==> config.mk <==
export PLATFORM = sky130hd
export DESIGN_NAME = pico_periph_bridge
export DESIGN_NICKNAME = d
export VERILOG_FILES = /design/src/rtl/pico_periph_bridge.sv
export SDC_FILE = /design/constraint.sdc
export NUM_CORES = 1
export LEC_CHECK = 0
export ABC_CLOCK_PERIOD_IN_PS = 3630
export CAP_MARGIN = 20
export CORE_AREA = 10 10 160 162
export CTS_CLUSTER_SIZE = 10
export DETAILED_ROUTE_END_ITERATION = 6
export DIE_AREA = 0 0 170 172
export GPL_TIMING_DRIVEN = 0
export PLACE_DENSITY_LB_ADDON = 0.3
export SETUP_SLACK_MARGIN = 0.2
export SKIP_LAST_GASP = 1
export SLEW_MARGIN = 20
export SYNTH_ARGS = -nofsm -noshare
export SYNTH_HDL_FRONTEND = slang
export SYNTH_SLANG_ARGS = --single-unit
==> constraint.sdc <==
create_clock -name iCLK -period 3.63 [get_ports iCLK]
set_clock_uncertainty 0.05 [all_clocks]
set_input_delay 0.5445 -clock iCLK [delete_from_list [all_inputs] [get_ports iCLK]]
set_output_delay 0.5445 -clock iCLK [all_outputs]
set_load 0.02 [all_outputs]
==> src/rtl/pico_periph_bridge.sv <==
// picorv32 native memory port to the w_REQ/r_REQ peripheral bus.
// Word-only peripherals: partial-strobe writes are done as read-modify-write.
//
// state    | meaning
// IDLE     | waiting for a valid, in-window request
// RD_WAIT  | read issued, counting down the peripheral read latency
// RMW_WAIT | read half of a read-modify-write, counting down the latency
// RMW_WR   | write strobe out (full word or merged), mem_ready raised next
// ACK      | mem_ready high for one cycle
module pico_periph_bridge #(
  parameter int                    ADDR_WIDTH = 32,
  parameter int                    DATA_WIDTH = 32,
  parameter logic [ADDR_WIDTH-1:0] BASE_ADDR  = 32'h1000_0000,
  parameter logic [ADDR_WIDTH-1:0] ADDR_MASK  = 32'hFFFF_F000,
  parameter int                    RD_LATENCY = 1
) (
  input  logic                  iCLK,
  input  logic                  iRST,
  input  logic                  mem_valid,
  input  logic [ADDR_WIDTH-1:0] mem_addr,
  input  logic [DATA_WIDTH-1:0] mem_wdata,
  input  logic [3:0]            mem_wstrb,
  output logic                  mem_ready,
  output logic [DATA_WIDTH-1:0] mem_rdata,
  output logic                  w_REQ,
  output logic                  r_REQ,
  output logic [ADDR_WIDTH-1:0] w_ADDR,
  output logic [ADDR_WIDTH-1:0] r_ADDR,
  output logic [DATA_WIDTH-1:0] w_DATA,
  input  logic [DATA_WIDTH-1:0] r_DATA
);

  typedef enum logic [2:0] {
    IDLE,
    RD_WAIT,
    RMW_WAIT,
    RMW_WR,
    ACK
  } state_t;

  localparam logic [3:0] LAT_LOAD = 4'(RD_LATENCY);

  state_t                  state;
  logic [3:0]              count;
  logic [ADDR_WIDTH-1:0]   addr_q;
  logic [DATA_WIDTH-1:0]   wdata_q;
  logic [3:0]              wstrb_q;
  logic                    hit;
  logic [ADDR_WIDTH-1:0]   addr_aligned;
  logic [DATA_WIDTH-1:0]   merged;

  assign hit          = (mem_addr & ADDR_MASK) == BASE_ADDR;
  assign addr_aligned = {mem_addr[ADDR_WIDTH-1:2], 2'b00};

  // Strobed lanes come from the core, the rest from the word just read back.
  always_comb begin
    merged = r_DATA;
    for (int i = 0; i < 4; i++) begin
      if (wstrb_q[i]) merged[8*i +: 8] = wdata_q[8*i +: 8];
    end
  end

  always_ff @(posedge iCLK) begin
    if (iRST) begin
      state     <= IDLE;
      count     <= '0;
      addr_q    <= '0;
      wdata_q   <= '0;
      wstrb_q   <= '0;
      mem_ready <= 1'b0;
      mem_rdata <= '0;
      w_REQ     <= 1'b0;
      r_REQ     <= 1'b0;
      w_ADDR    <= '0;
      r_ADDR    <= '0;
      w_DATA    <= '0;
    end else begin
      w_REQ     <= 1'b0;
      r_REQ     <= 1'b0;
      mem_ready <= 1'b0;
      case (state)
        IDLE: begin
          if (mem_valid && hit && !mem_ready) begin
            addr_q  <= addr_aligned;
            wdata_q <= mem_wdata;
            wstrb_q <= mem_wstrb;
            if (mem_wstrb == 4'h0) begin
              r_REQ  <= 1'b1;
              r_ADDR <= addr_aligned;
              count  <= LAT_LOAD;
              state  <= RD_WAIT;
            end else if (mem_wstrb == 4'hF) begin
              w_REQ  <= 1'b1;
              w_ADDR <= addr_aligned;
              w_DATA <= mem_wdata;
              state  <= RMW_WR;
            end else begin
              r_REQ  <= 1'b1;
              r_ADDR <= addr_aligned;
              count  <= LAT_LOAD;
              state  <= RMW_WAIT;
            end
          end
        end
        RD_WAIT: begin
          if (count == 4'd0) begin
            mem_rdata <= r_DATA;
            mem_ready <= 1'b1;
            state     <= ACK;
          end else begin
            count <= count - 4'd1;
          end
        end
        RMW_WAIT: begin
          if (count == 4'd0) begin
            w_REQ  <= 1'b1;
            w_ADDR <= addr_q;
            w_DATA <= merged;
            state  <= RMW_WR;
          end else begin
            count <= count - 4'd1;
          end
        end
        RMW_WR: begin
          mem_ready <= 1'b1;
          state     <= ACK;
        end
        ACK: begin
          state <= IDLE;
        end
        default: state <= IDLE;
      endcase
    end
  end

endmodule

==> run summary <==
The worst vdd rail ir drop came out at approximately 0.31 mV. The number of slew-limit violations in the final report came out at 0. The transition time of the tightest slew-check pin is 0.772 ns. After synthesis, the largest family of logic cells by area is compound AO/OA/AOI/OAI gates.

At the worst endpoint, the arrival time is 3.05 ns. The number of vias per cell after detailed routing came out at 5.20. The remaining max-slew budget at the tightest pin is 0.486. The final cell area excluding filler cells is 12000 um^2. The total negative setup slack is 0 ns. The worst hold path begins at r_ADDR[28]$_SDFFE_PP0P_.

The total vias in the final route came out at approximately 7800. The via count of the first global-routing pass came out at 7980. The clock-pin slew on the worst setup and hold paths came out at roughly 0.07 ns.

The final period demand of the worst path came out at roughly 2.8 ns. The total count of hold-check failures in the final report is 0. After the last flow step, the layout net total stands at 1299. The number of buffers created by CTS is 17. For this run, the total global-route usage over all layers was measured as 0.195.

The flow ran to the end, and the final reports show no timing, DRC or antenna violations. The share of total power in the clock network came out at 0.429. The cell leakage power is around 4.4 nW. The post-cts gate resize count is 0. Among all flip-flop cells after synthesis, the most frequent one is sky130_fd_sc_hd__dfxtp_1. No sink is reached through more buffers than the 2 on the longest clock path. After synthesis, the share of cell area in mux cells is 0.157. The cell chosen for the clock root is sky130_fd_sc_hd__clkbuf_16. The share of total power dissipated in sequential elements is 0.509.

The largest individual stage delay along the critical path comes from the cell sky130_fd_sc_hd__nor4bb_1. The overall die width came out at ~170 um. The kind of launch point of the worst setup path is a primary input. During synthesis, Yosys emitted a total of 0 warnings. The leading cell type in the layout, fill and taps excluded is sky130_fd_sc_hd__clkdlybuf4s50_1. The routed wire length came out at about 29000 um. The number of iterations in the first detailed-routing pass came out at 7. The number of maximum-capacitance constraint violations came out at 0. The count of hold buffers inserted by post-cts repair came out at 0. The sum of internal, switching and leakage power is 0.00431 W. The detail route stage leaves a number of antenna-violating nets equal to 0. The cell count after synthesis is roughly 950. The floorplan has 55 rows.

The period utilization is 0.764. For the worst setup path, the data required time is 3.91 ns. The area fraction in compound gates after synthesis came out at 0.165. The DRC violations left came out at 0. The signed area change from the synthesized netlist to the final layout came out at 36.2%. Cell internal power was estimated by the tool at 0.00323 W. The average footprint of a synthesized cell came out at ~9.3 um^2. The number of H-tree branching levels came out at 4. The number of enable-type register cells in the synthesized netlist is 0.

In this run the worst setup path begins at mem_addr[29]. In this run the count of I/O pins placed on the die edge is 234. The fraction of layout instances using a drive strength above 1 came out at 0.114. The placed instances occupy a cell area of 11500 um^2. The maximum number of pins on one net before global-route repair is 20. The number of antenna violations at the first check in global routing is 3. The longest individual stage delay on the worst path came out at ~0.54 ns. The share of synthesized cell area in full adder, half adder and majority cells came out at 0.00142. The routed wire length per instance is 19.2 um.

The number of sinks driven by the clock tree is 200. The number of distinct library cell variants in the gate-level netlist after synthesis came out at 44. Of the total power, the share spent switching nets is 0.249. Of the total synthesized cell area, the portion taken by XOR and XNOR cells is 0.000993.

The share of synthesized flip-flops with an asynchronous set or reset came out at 0. The switching power of the nets is 0.00107 W. The clock tree from TritonCTS is built. The combinational group share of total power came out at 0.063. The initial core utilization came out at 0.394. The number of buffers added for setup after CTS is 0. The flop and latch count out of synthesis is 200. The first-pass GRT wire length is 45200 um. The setup path with the least slack is of type primary input to flop. The first-iteration detailed-routing DRC count came out at 560. The area of the die came out at 29200 um^2. The areal power density over the cells came out at 358 nW/um^2. Summing every instance area after synthesis gives 8820 um^2. The worst setup path is captured at a flop. The y dimension of the die came out at 172 um. The count of input and output buffers is 226.

Traced cell by cell, the critical path runs through clkdlybuf4s50_1, nor4bb_1, and4_1, buf_2, clkbuf_1, a311oi_1, a31o_2. The clock reaches the later pin of the worst-skew pair after around 0.43 ns. The routability-driven placement congestion ratio came out at about 0.85.

The HPWL reported at the end of detailed placement came out at 21500 um. The number of fill cells in the layout is approximately 2100. Setup violations remaining at the end of the flow were counted as 0. The maximum net fanout on the critical path came out at 10.

Leaving out fill and tap cells, the most frequent cells in the layout are sky130_fd_sc_hd__clkdlybuf4s50_1, sky130_fd_sc_hd__dfxtp_1, sky130_fd_sc_hd__nand2_1. After global routing the overflow that remains totals 0. The maximum operating frequency came out at 361 MHz. The type of the tightest min-delay check is flop to flop.

The share of the Yosys chip area taken by registers is 0.454. The core footprint came out at 22400 um^2. Setup repair after global routing left no endpoint under its margin. Of the total synthesized cell area, the portion taken by AND, OR, NAND and NOR gates is 0.153. In this run the critical register-to-register path is launched from state[0]$_SDFFE_PP0P_.
[worst paths after layout]
path | cells after the start | endpoint | slack (ns)
worst max-delay path | 7 | wdata_q[30]$_SDFFE_PP0P_ | 0.86
worst min-delay path | 2 | r_ADDR[28]$_SDFFE_PP0P_ | 0.40
worst max register to register | 6 | wdata_q[30]$_SDFFE_PP0P_ | 1.22
worst min register to register | 2 | r_ADDR[28]$_SDFFE_PP0P_ | 0.40
[critical path, delay by kind of cell]
family / cells / cell delay (ns)
AOI/OAI and AO/OA: 2 / 0.46
buffers and inverters: 3 / 1.22
and+or+nand+nor: 2 / 0.81
[per-stage QoR]
stage	cells	hold slack, ns	worst slack [ns]	utilization
3_3_place_gp	1461	0.387	0.385	0.512
2_1_floorplan	950	0.380	1.51	-
6_report	1494	0.403	0.857	0.537
4_1_cts	1493	0.405	0.817	0.537
5_1_grt	1493	0.426	0.655	0.537
3_5_place_dp	1461	0.393	0.371	0.512
[flip-flops by register name, indices dropped and copies added (netlist names)]
register	count
mem_rdata	32
w_DATA	32
wdata_q	32
addr_q	30
r_ADDR	30
w_ADDR	30
count	4
wstrb_q	4
state	3
mem_ready	1
r_REQ	1
w_REQ	1
[final cells by class]
class | count | area (um^2) | area share
multi-input cells | 605 | 4230 | 0.352
clock buffers | 17 | 425 | 0.0354
diodes | 1 | 2.50 | 0.000208
flip-flops and latches | 200 | 4000 | 0.333
repair buffers | 226 | 2260 | 0.188
inverters | 51 | 191 | 0.0159
clock inverters | 15 | 139 | 0.0116
plain buffers | 94 | 412 | 0.0343
well taps | 285 | 357 | 0.0297
[cells by family after synthesis]
kind of cell,after synthesis
AOI/OAI and AO/OA,197
other,1
adders and majority gates,1
buffers and inverters,145
muxes,124
and+or+nand+nor,278
xor gates and xnor gates,1
DFF,200
[cells in the mapped netlist (2+ instances only)]
library cell / n / area, um^2
sky130_fd_sc_hd__mux2i_1: 94 / 941
sky130_fd_sc_hd__or3_1: 5 / 31.3
sky130_fd_sc_hd__a311oi_1: 46 / 403
sky130_fd_sc_hd__nand4_1: 13 / 81.3
sky130_fd_sc_hd__buf_6: 3 / 33.8
sky130_fd_sc_hd__o21ai_0: 11 / 55.1
sky130_fd_sc_hd__and4_1: 2 / 17.5
sky130_fd_sc_hd__inv_1: 50 / 188
sky130_fd_sc_hd__buf_1: 12 / 45.0
sky130_fd_sc_hd__o211ai_1: 35 / 263
sky130_fd_sc_hd__o32ai_1: 2 / 17.5
sky130_fd_sc_hd__nor2b_1: 32 / 200
sky130_fd_sc_hd__dfxtp_1: 200 / 4000
sky130_fd_sc_hd__buf_4: 4 / 30.0
sky130_fd_sc_hd__mux2_4: 28 / 420
sky130_fd_sc_hd__and2_1: 39 / 244
sky130_fd_sc_hd__a31oi_1: 5 / 31.3
sky130_fd_sc_hd__nand3_1: 3 / 15.0
sky130_fd_sc_hd__buf_2: 17 / 85.1
sky130_fd_sc_hd__a21oi_1: 45 / 225
sky130_fd_sc_hd__a31o_2: 46 / 403
sky130_fd_sc_hd__nor3b_2: 2 / 25.0
sky130_fd_sc_hd__and3_1: 2 / 12.5
sky130_fd_sc_hd__nor4_1: 6 / 37.5
sky130_fd_sc_hd__mux2_2: 2 / 22.5
sky130_fd_sc_hd__nand2_1: 130 / 488
sky130_fd_sc_hd__nand4b_1: 2 / 17.5
sky130_fd_sc_hd__o21a_1: 2 / 15.0
sky130_fd_sc_hd__nor2_1: 37 / 139
sky130_fd_sc_hd__clkbuf_1: 58 / 218
[power by group through the flow]
stage | logic, W | clock network [W] | registers, W
after floorplan | 0.0000965 | 0 | 0.00224
after global placement | 0.000267 | 0 | 0.00224
after detailed placement | 0.000269 | 0 | 0.00224
after CTS | 0.000271 | 0.00190 | 0.00219
after global routing | 0.000292 | 0.00199 | 0.00219
final | 0.000270 | 0.00185 | 0.00219
[routing by layer]
metal | part of all wire | global-route usage
met1 | 0.43 | 0.239
met3 | 0.085 | 0.0668
met2 | 0.47 | 0.320
met5 | 0.00080 | 0
met4 | 0.015 | 0.0523
Power figures use the tool's default switching activity.
